==> src/rtl/lcd_ctrl_sequencer.sv <==
`default_nettype none
// ============================================================================
// Module  : lcd_ctrl_sequencer
// Brief   : HD44780-class command sequencer feeding a byte-level LCD driver,
//           with internal execution-delay timing and cursor tracking.
// Revision: 1.0 - initial release
// ============================================================================
module lcd_ctrl_sequencer #(
  parameter int TICKS_PER_US = 50,
  parameter int MODE         = 1,
  parameter int LINES        = 1,
  parameter int COLS         = 16
) (
  input  logic       clk,
  input  logic       rst,
  input  logic [2:0] cmd_in,
  input  logic       cmd_valid,
  output logic       cmd_rdy,
  input  logic [7:0] data_in,
  output logic       drv_valid,
  input  logic       drv_rdy,
  output logic       drv_rs,
  output logic [7:0] drv_byte,
  output logic       init_done,
  output logic       ctrl_error,
  output logic       cur_line,
  output logic [5:0] cur_col
);

  localparam int c_CNT_W = $clog2(15000 * TICKS_PER_US + 1);
  localparam logic [c_CNT_W-1:0] c_T_PWR   = c_CNT_W'(15000 * TICKS_PER_US);
  localparam logic [c_CNT_W-1:0] c_T_LONG  = c_CNT_W'(1640 * TICKS_PER_US);
  localparam logic [c_CNT_W-1:0] c_T_SHORT = c_CNT_W'(42 * TICKS_PER_US);

  localparam logic [2:0] c_CMD_INIT     = 3'd1;
  localparam logic [2:0] c_CMD_CLEAR    = 3'd2;
  localparam logic [2:0] c_CMD_HOME     = 3'd3;
  localparam logic [2:0] c_CMD_WRITE    = 3'd4;
  localparam logic [2:0] c_CMD_SET_POS  = 3'd5;
  localparam logic [2:0] c_CMD_DISP_OFF = 3'd6;
  localparam logic [2:0] c_CMD_DISP_ON  = 3'd7;

  localparam logic       c_TWO_LINES = (LINES != 0);
  localparam logic [7:0] c_FUNC_SET  = {2'b00, 1'b1, (MODE == 0), c_TWO_LINES, 3'b000};
  localparam logic [7:0] c_B_ENTRY   = 8'h06;
  localparam logic [7:0] c_B_DISP_ON = 8'h0C;
  localparam logic [7:0] c_B_DISP_OF = 8'h08;
  localparam logic [7:0] c_B_CLEAR   = 8'h01;
  localparam logic [7:0] c_B_HOME    = 8'h02;
  localparam logic [5:0] c_COLS      = 6'(COLS);
  localparam logic [5:0] c_LAST_COL  = 6'(COLS - 1);

  typedef enum logic [2:0] {
    S_PWR_WAIT  = 3'd0,
    S_IDLE      = 3'd1,
    S_ISSUE     = 3'd2,
    S_EXEC_WAIT = 3'd3,
    S_NEXT      = 3'd4,
    S_ERR       = 3'd5
  } state_t;

  state_t             r_state;
  logic [c_CNT_W-1:0] r_cnt;
  logic [2:0]         r_op;
  logic [1:0]         r_step;
  logic [6:0]         r_pos;
  logic               r_long;
  logic               r_cmd_rdy;
  logic               r_drv_valid;
  logic               r_drv_rs;
  logic [7:0]         r_drv_byte;
  logic               r_init_done;
  logic               r_ctrl_error;
  logic               r_cur_line;
  logic [5:0]         r_cur_col;

  logic       w_accept;
  logic       w_issue;
  logic       w_reject;
  logic [7:0] w_byte;
  logic       w_rs;
  logic       w_long;
  logic       w_pos_bad;
  logic       w_wrap_line;

  assign w_accept    = (r_state == S_IDLE) && cmd_valid && r_cmd_rdy;
  assign w_pos_bad   = (data_in[5:0] >= c_COLS) || (data_in[6] && !c_TWO_LINES);
  assign w_wrap_line = c_TWO_LINES & ~r_cur_line;

  // Selects the byte to launch next, either from a fresh command or from the
  // running multi-byte sequence.
  always_comb begin
    w_issue  = 1'b0;
    w_reject = 1'b0;
    w_byte   = 8'h00;
    w_rs     = 1'b0;
    w_long   = 1'b0;
    if (w_accept) begin
      case (cmd_in)
        c_CMD_INIT:     begin w_issue = 1'b1; w_byte = c_FUNC_SET; end
        c_CMD_CLEAR:    begin w_issue = r_init_done; w_byte = c_B_CLEAR; w_long = 1'b1; end
        c_CMD_HOME:     begin w_issue = r_init_done; w_byte = c_B_HOME;  w_long = 1'b1; end
        c_CMD_DISP_OFF: begin w_issue = r_init_done; w_byte = c_B_DISP_OF; end
        c_CMD_DISP_ON:  begin w_issue = r_init_done; w_byte = c_B_DISP_ON; end
        c_CMD_WRITE:    begin w_issue = r_init_done; w_byte = data_in; w_rs = 1'b1; end
        c_CMD_SET_POS:  begin
          w_issue = r_init_done && !w_pos_bad;
          w_byte  = {1'b1, data_in[6:0]};
        end
        default: ;
      endcase
      w_reject = (cmd_in != 3'd0) && (cmd_in != c_CMD_INIT) && !w_issue;
    end else if (r_state == S_NEXT) begin
      case (r_op)
        c_CMD_INIT: begin
          case (r_step)
            2'd0:    begin w_issue = 1'b1; w_byte = c_B_ENTRY; end
            2'd1:    begin w_issue = 1'b1; w_byte = c_B_DISP_ON; end
            2'd2:    begin w_issue = 1'b1; w_byte = c_B_CLEAR; w_long = 1'b1; end
            default: ;
          endcase
        end
        c_CMD_WRITE: begin
          w_issue = (r_step == 2'd0) && (r_cur_col == c_LAST_COL);
          w_byte  = {1'b1, w_wrap_line, 6'b000000};
        end
        default: ;
      endcase
    end
  end

  always_ff @(posedge clk) begin
    if (rst) begin
      r_state      <= S_PWR_WAIT;
      r_cnt        <= c_T_PWR - 1'b1;
      r_op         <= 3'd0;
      r_step       <= 2'd0;
      r_pos        <= 7'd0;
      r_long       <= 1'b0;
      r_cmd_rdy    <= 1'b0;
      r_drv_valid  <= 1'b0;
      r_drv_rs     <= 1'b0;
      r_drv_byte   <= 8'h00;
      r_init_done  <= 1'b0;
      r_ctrl_error <= 1'b0;
      r_cur_line   <= 1'b0;
      r_cur_col    <= 6'd0;
    end else begin
      r_ctrl_error <= 1'b0;
      case (r_state)
        S_PWR_WAIT: begin
          if (r_cnt == '0) begin
            r_state   <= S_IDLE;
            r_cmd_rdy <= 1'b1;
          end else begin
            r_cnt <= r_cnt - 1'b1;
          end
        end
        S_IDLE: begin
          if (w_accept) begin
            r_op   <= cmd_in;
            r_step <= 2'd0;
            r_pos  <= data_in[6:0];
            if (cmd_in == c_CMD_INIT) r_init_done <= 1'b0;
            if (w_reject) begin
              r_state      <= S_ERR;
              r_ctrl_error <= 1'b1;
              r_cmd_rdy    <= 1'b0;
            end
          end
        end
        S_ISSUE: begin
          if (drv_rdy) begin
            r_drv_valid <= 1'b0;
            r_cnt       <= (r_long ? c_T_LONG : c_T_SHORT) - 1'b1;
            r_state     <= S_EXEC_WAIT;
          end
        end
        S_EXEC_WAIT: begin
          if (r_cnt == '0) r_state <= S_NEXT;
          else             r_cnt   <= r_cnt - 1'b1;
        end
        S_NEXT: begin
          r_step <= r_step + 2'd1;
          if (!w_issue) begin
            r_state   <= S_IDLE;
            r_cmd_rdy <= 1'b1;
          end
          case (r_op)
            c_CMD_INIT: begin
              if (r_step == 2'd3) begin
                r_init_done <= 1'b1;
                r_cur_line  <= 1'b0;
                r_cur_col   <= 6'd0;
              end
            end
            c_CMD_CLEAR, c_CMD_HOME: begin
              r_cur_line <= 1'b0;
              r_cur_col  <= 6'd0;
            end
            c_CMD_WRITE: begin
              if (r_step == 2'd0) begin
                if (r_cur_col == c_LAST_COL) begin
                  r_cur_col  <= 6'd0;
                  r_cur_line <= w_wrap_line;
                end else begin
                  r_cur_col <= r_cur_col + 6'd1;
                end
              end
            end
            c_CMD_SET_POS: begin
              r_cur_line <= r_pos[6];
              r_cur_col  <= r_pos[5:0];
            end
            default: ;
          endcase
        end
        S_ERR: begin
          r_state   <= S_IDLE;
          r_cmd_rdy <= 1'b1;
        end
        default: begin
          r_state <= S_PWR_WAIT;
          r_cnt   <= c_T_PWR - 1'b1;
        end
      endcase
      // A launched byte overrides the idle/return decision made above.
      if (w_issue) begin
        r_state     <= S_ISSUE;
        r_drv_valid <= 1'b1;
        r_drv_byte  <= w_byte;
        r_drv_rs    <= w_rs;
        r_long      <= w_long;
        r_cmd_rdy   <= 1'b0;
      end
    end
  end

  assign cmd_rdy    = r_cmd_rdy;
  assign drv_valid  = r_drv_valid;
  assign drv_rs     = r_drv_rs;
  assign drv_byte   = r_drv_byte;
  assign init_done  = r_init_done;
  assign ctrl_error = r_ctrl_error;
  assign cur_line   = r_cur_line;
  assign cur_col    = r_cur_col;

endmodule
`default_nettype wire

==> config.mk <==
export PLATFORM = sky130hd
export DESIGN_NAME = lcd_ctrl_sequencer
export DESIGN_NICKNAME = d
export VERILOG_FILES = /design/src/rtl/lcd_ctrl_sequencer.sv
export SDC_FILE = /design/constraint.sdc
export NUM_CORES = 1
export LEC_CHECK = 0
export ABC_AREA = 1
export CELL_PAD_IN_SITES_DETAIL_PLACEMENT = 0
export CELL_PAD_IN_SITES_GLOBAL_PLACEMENT = 1
export CORE_ASPECT_RATIO = 2
export CORE_MARGIN = 2
export CORE_UTILIZATION = 36
export DETAILED_ROUTE_END_ITERATION = 16
export GPL_TIMING_DRIVEN = 0
export PLACE_DENSITY_LB_ADDON = 0.2
export SLEW_MARGIN = 15
export SYNTH_ARGS = -nofsm -noshare
export SYNTH_HDL_FRONTEND = slang
export SYNTH_SLANG_ARGS = --single-unit
==> constraint.sdc <==
create_clock -name clk -period 1.6 [get_ports clk]
set_input_delay 0.48 -clock clk [delete_from_list [all_inputs] [get_ports clk]]
set_output_delay 0.48 -clock clk [all_outputs]
set_load 0.005 [all_outputs]
== Yosys cells after proc, flatten, opt, wreduce, memory -nomap -nowiden ==
Index checks and enable logic that the tools add are counted.
Word-level totals
  flip-flop bits (word level): 56
  bits of input ports: 15
  output and inout port bits: 20
Operators by class
  $add $sub $neg: 4
  magnitude comparators: 1
  equality and inequality tests: 39
  mux-type cells: 53
  bitwise logic cells: 4
  reduce and logical (&&, ||, !) cells: 36
Operators by type and width (count)
  20-bit case mux with 3 select lines: 1
  8-bit case mux with 7 select lines: 1
  20-bit 2-to-1 mux: 2
  1-bit 2-to-1 mux: 26
  3-bit == test, second input constant: 8
  6-bit case mux with 4 select lines: 1
  20-bit zero test: 1
  5-bit AND reduction: 4
  20-bit by 1-bit subtractor with 20-bit output, second input constant: 1
  3-bit by 2-bit == test with 1-bit output, second input constant: 6
  6-bit 2-to-1 mux: 3
  2-bit != test, second input constant: 9
  17-bit by 1-bit subtractor with 18-bit output, second input constant: 1
  17-bit 2-to-1 mux: 1
  8-bit 2-to-1 mux: 2
  8-bit case mux with 2 select lines: 1
  3-bit 2-to-1 mux: 5
  3-bit != test, second input constant: 5
  3-bit case mux with 5 select lines: 1
  4-bit case mux with 3 select lines: 1
  2-bit OR reduction: 5
  3-bit by 1-bit == test with 1-bit output, second input constant: 3
  3-bit OR reduction: 3
  4-bit AND reduction: 2
  24 further kinds: 44

== Longest topological paths before layout ==
  word-level depth: 12
  gate-level depth with buffers: 11
  mapped depth without buffers: 11

== Least setup slack after synthesis ==
No wires, ideal clock.
  kind: reg-to-reg
  start: register r_cnt[0]
  end: register r_cnt[2]
  library setup time: 0.138 ns
  arrival: 1.569 ns
  data required time: 1.462 ns
  path slack: -0.107 ns
  cell stages (with the launch flop): 11
  path buffers: 1
  clock period less this slack: 1.707 ns
  path through: dfxtp_1 inv_1 ha_1 nand2_1 nor2_4 nand3_1 nor2_4 nor2_4 buf_6 o21ai_1 o211ai_1
On the way
  word-level cells in the longest chain between the ends: 3
  elaborated cells between the ends (all ways): 6
Ends and longest elaborated chain
  start, declared: RTL line 63  | logic [c_CNT_W-1:0] r_cnt;
  start signal, assigned: RTL line 135  | r_cnt <= c_T_PWR - 1'b1;
  start signal, assigned: RTL line 156  | r_cnt <= r_cnt - 1'b1;
  start signal, assigned: RTL line 175  | r_cnt <= (r_long ? c_T_LONG : c_T_SHORT) - 1'b1;
  20-bit by 1-bit subtractor with 20-bit output or 20-bit zero test (tied branches)
  20-bit 2-to-1 mux or 2-bit != test (tied branches)
  20-bit case mux with 3 select lines or 3-bit AND reduction (tied branches)
Several ways; a longest one is shown, not always the timed one. The select of a mux whose other input is x is not followed.
A chain may end at the register's enable or synchronous reset.

== Final worst setup path ==
  start: input cmd_in[1]
  end: register r_drv_byte[3] (netlist: drv_byte[3])
On the way
  word-level cells in the longest chain between the ends: 5
  elaborated cells between the ends (all ways): 13
Ends and longest elaborated chain
  start, declared: RTL line 16  | input logic [2:0] cmd_in,
  3-bit by 2-bit == test with 1-bit output or 3-bit == test (tied branches): RTL line 99  | case (cmd_in)
  5-bit OR reduction (no line)
  1-bit case mux with 3 select lines: RTL line 99
  1-bit 2-to-1 mux (2 in series): RTL line 98  | if (w_accept) begin
  end signal, assigned: RTL line 231  | r_drv_byte <= w_byte;
  end, declared: RTL line 71  | logic [7:0] r_drv_byte;
Several ways; a longest one is shown, not always the timed one. The select of a mux whose other input is x is not followed.

==> flow_summary.toml <==
[status]
status = "finished clean"

[cts]
clk_latency_ps = 300
clockBufferDepth = 2
cts_tree = "done"
cts.clk_slew.worst_paths_ps = 70
clock_sinks = 56
cts-htree-levels = 2
cts-buffers-inserted = 5
hold_buffers = 0
root_buffer = "clkbuf_16"

[floorplan]
io-pin-count = 35
core-area_sq_um = 8890
initial_core_util_pct = 36.8
die_y_um = 139
dieArea_sq_um = 9910
die_x_um = 71.4
rows = 49

[power_and_ir_drop]
internal_power_mw = 3.51
p_clk_share_pct = 19.5
p_sw_share_pct = 40.8
power_frac_comb_pct = 47.2
p_sw_mw = 2.42
p_total_mw = 5.93
irDropWorstVdd_mv = 0.736
p_leak_nw = 2.06
power_density_nw_per_um2 = 1270
seqPwrFrac_pct = 33.3

[grt]
grt_pass1_wl_um = 18600
grt_max_degree = 17
overflow = 0
antenna_found_initial = 0
grt_pass1_vias = 3782
grt_use_total_pct = 24.0

[flow_run]
cap_violations = 0

[worst_setup_path]
path_class = "in2reg"
cp_max_fo = 6
critPathArrivalTime_ps = 1750
r2r_end = "r_cnt[10]"
cp-end-kind = "flip-flop"
r2r_setup_slack_ps = 50
reg2regPathDepth = 11
cp.required_ps = 1790
r2r_start = "r_cnt[1]"
critPathLaunchType = "input port"

[logic_synthesis]
synth_area_sq_um = 3270
synth_flop_cell = "dfxtp_1"
synth_edf_count = 0
ys_types = 41
yosys.area.top_type = "dfxtp_1"
synth_nets = 517
ys_top_cells_by_area = "dfxtp_1 (34%), nand2_1 (14%), nor2_1 (8.5%)"
muxShareOfSynthArea_pct = 0
synth_compound_area_share_pct = 15.6
avgSynthCellArea_sq_um = 6.61
ys_ff_latch = 56
yosys.area_share.adder_pct = 2.68
synth_cells = 495
yosys.area_share.simple_pct = 37.7
yosys_warnings = 0
synth-xor-area-share_pct = 1.07
synthArstFlopShare_pct = 0
seq_area_frac_synth_pct = 34.3
synth_top_area_share_pct = 34.3
synth_top_family_by_area = "simple AND/OR/NAND/NOR gates"

[detailed_routing]
drtPass1Iterations = 5
drtIter0Drc = 68
drt-wirelength-per-cell_um = 16.8
routed_wl_um = 11600
routed_via_density = 5.36
route.detailed.drc = 0
route.vias.total = 3694
postRouteAntennaNets = 0

[min_path]
hold_start = "drv_byte[5]"
worstHoldEndpoint = "drv_byte[5]"
hold_class = "reg2reg"
holdPathStages = 2

[timing]
clock.fmax_ghz = 0.643
rsz0062_at_grt = "true"
setup_violations = 0
finalHoldViolCount = 0
relSlewSlack_pct = 53.3
period_needed_ps = 1560
finalCritPeriodShare_pct = 97.2
report.final.slew_viol_count = 0
fin_tns_setup_ps = 0
clock_skew_ps = 8.43
worstMarginPinSlew_ps = 700

[place]
gp_congestion = 0.971
dp_cells = 630
hpwl_um = 8230
port_buffers = 33

[finish]
nNetsFinal = 608
finalNonFillerCells = 689
diodes = 0
utilization_pct = 52.7
layout_commonest_cell = "nand2_1"
area_growth_pct = 43.3
layout_common_cells = "nand2_1 (106), nor2_1 (53), buf_4 (42)"
drive_gt1_share_pct = 31.3
==> critical path: stages <==
cell,delay (ps)
dlygate4sd2_1,320
nor2_2,200
nand2_2,100
nand2_4,90
nand2_2,50
nand2_2,80
nand2_4,80
buf_6,150
o211a_1,190
==> per-layer routing <==
metal / part of all wire (%) / GRT usage [%] / vias to the layer above
li1: - / - / 1801
met1: 34 / 22.7 / 1757
met2: 56 / 45.5 / 90
met3: 2.3 / 2.54 / 46
met4: 7.0 / 16.5 / 0
met5: 0 / 0 / -
==> cell usage after synthesis (3+ instances only) <==
library cell / count
a21oi_1: 30
buf_6: 3
clkbuf_1: 5
dfxtp_1: 56
ha_1: 7
inv_1: 47
inv_2: 7
nand2_1: 119
nand2_2: 3
nand3_1: 31
nand3_2: 4
nand4_1: 6
nor2_1: 74
nor2_2: 3
nor2_4: 7
nor3_1: 10
o211ai_1: 3
o21ai_0: 41
o21ai_1: 10
xor2_1: 4
==> sequential cells by signal, indices dropped and copies added, names as in the netlist, 2 cells and up <==
name	count
cur_col	6
drv_byte	8
r_cnt	20
r_op	3
r_pos	7
r_state	3
r_step	2
==> what timing repair did <==
| action | 4_1_cts | 5_1_grt |
|---|---|---|
| cloned | 3 | 0 |
| setup endpoints to repair | 66 | 46 |
| hold endpoints to repair | 0 | 0 |
| pin swaps | 25 | 23 |
| resized for setup | 109 | 70 |
| setup buffers | 34 | 14 |
==> worst max-delay path by stage <==
stage                          from     endpoint  slack (ps)  cells past startpoint
after detailed placement  cmd_in[0]   r_state[1]        -970                     10
final                     cmd_in[1]  drv_byte[3]          40                      9
after global placement    cmd_in[0]   r_state[1]        -940                     10
after global routing       r_cnt[1]     r_cnt[9]         -50                     11
after floorplan            r_cnt[0]     r_cnt[2]          10                     10
after CTS                  r_cnt[1]    r_cnt[10]          -7                     11
==> power by group through the flow <==
stage	clock (mW)	combinational, mW	sequential, mW
6_report	1.16	2.80	1.98
5_1_grt	1.24	3.10	2.00
4_1_cts	1.19	2.47	1.89
3_5_place_dp	0	1.98	1.90
3_3_place_gp	0	1.95	1.89
2_1_floorplan	0	1.48	1.82
==> kinds of logic after synthesis <==
kind of cell / count (synthesis)
AOI/OAI and AO/OA: 95
xor gates and xnor gates: 4
adders and majority gates: 7
buffers and inverters: 67
DFF: 56
and+or+nand+nor: 266
==> through the flow <==
| stage | setup WS [ps] | area, sq um | hold slack, ps |
|---|---|---|---|
| 6_report | 44.6 | 4690 | 451 |
| 3_3_place_gp | -936 | 3730 | 436 |
| 4_1_cts | -6.90 | 4380 | 457 |
| 2_1_floorplan | 13.4 | 3280 | 429 |
| 3_5_place_dp | -972 | 3730 | 446 |
| 5_1_grt | -50.8 | 4690 | 483 |
==> layout make-up <==
type                            instances  area, sq um
Fill cell                             893         4200
Sequential cell                        56         1180
Timing Repair Buffer                   84          743
Buffer                                 12         88.8
Tap cell                              102          128
Clock inverter                          1         7.51
Inverter                               55          224
Clock buffer                            7          143
Multi-Input combinational cell        372         2180
Power figures use the tool's default switching activity.
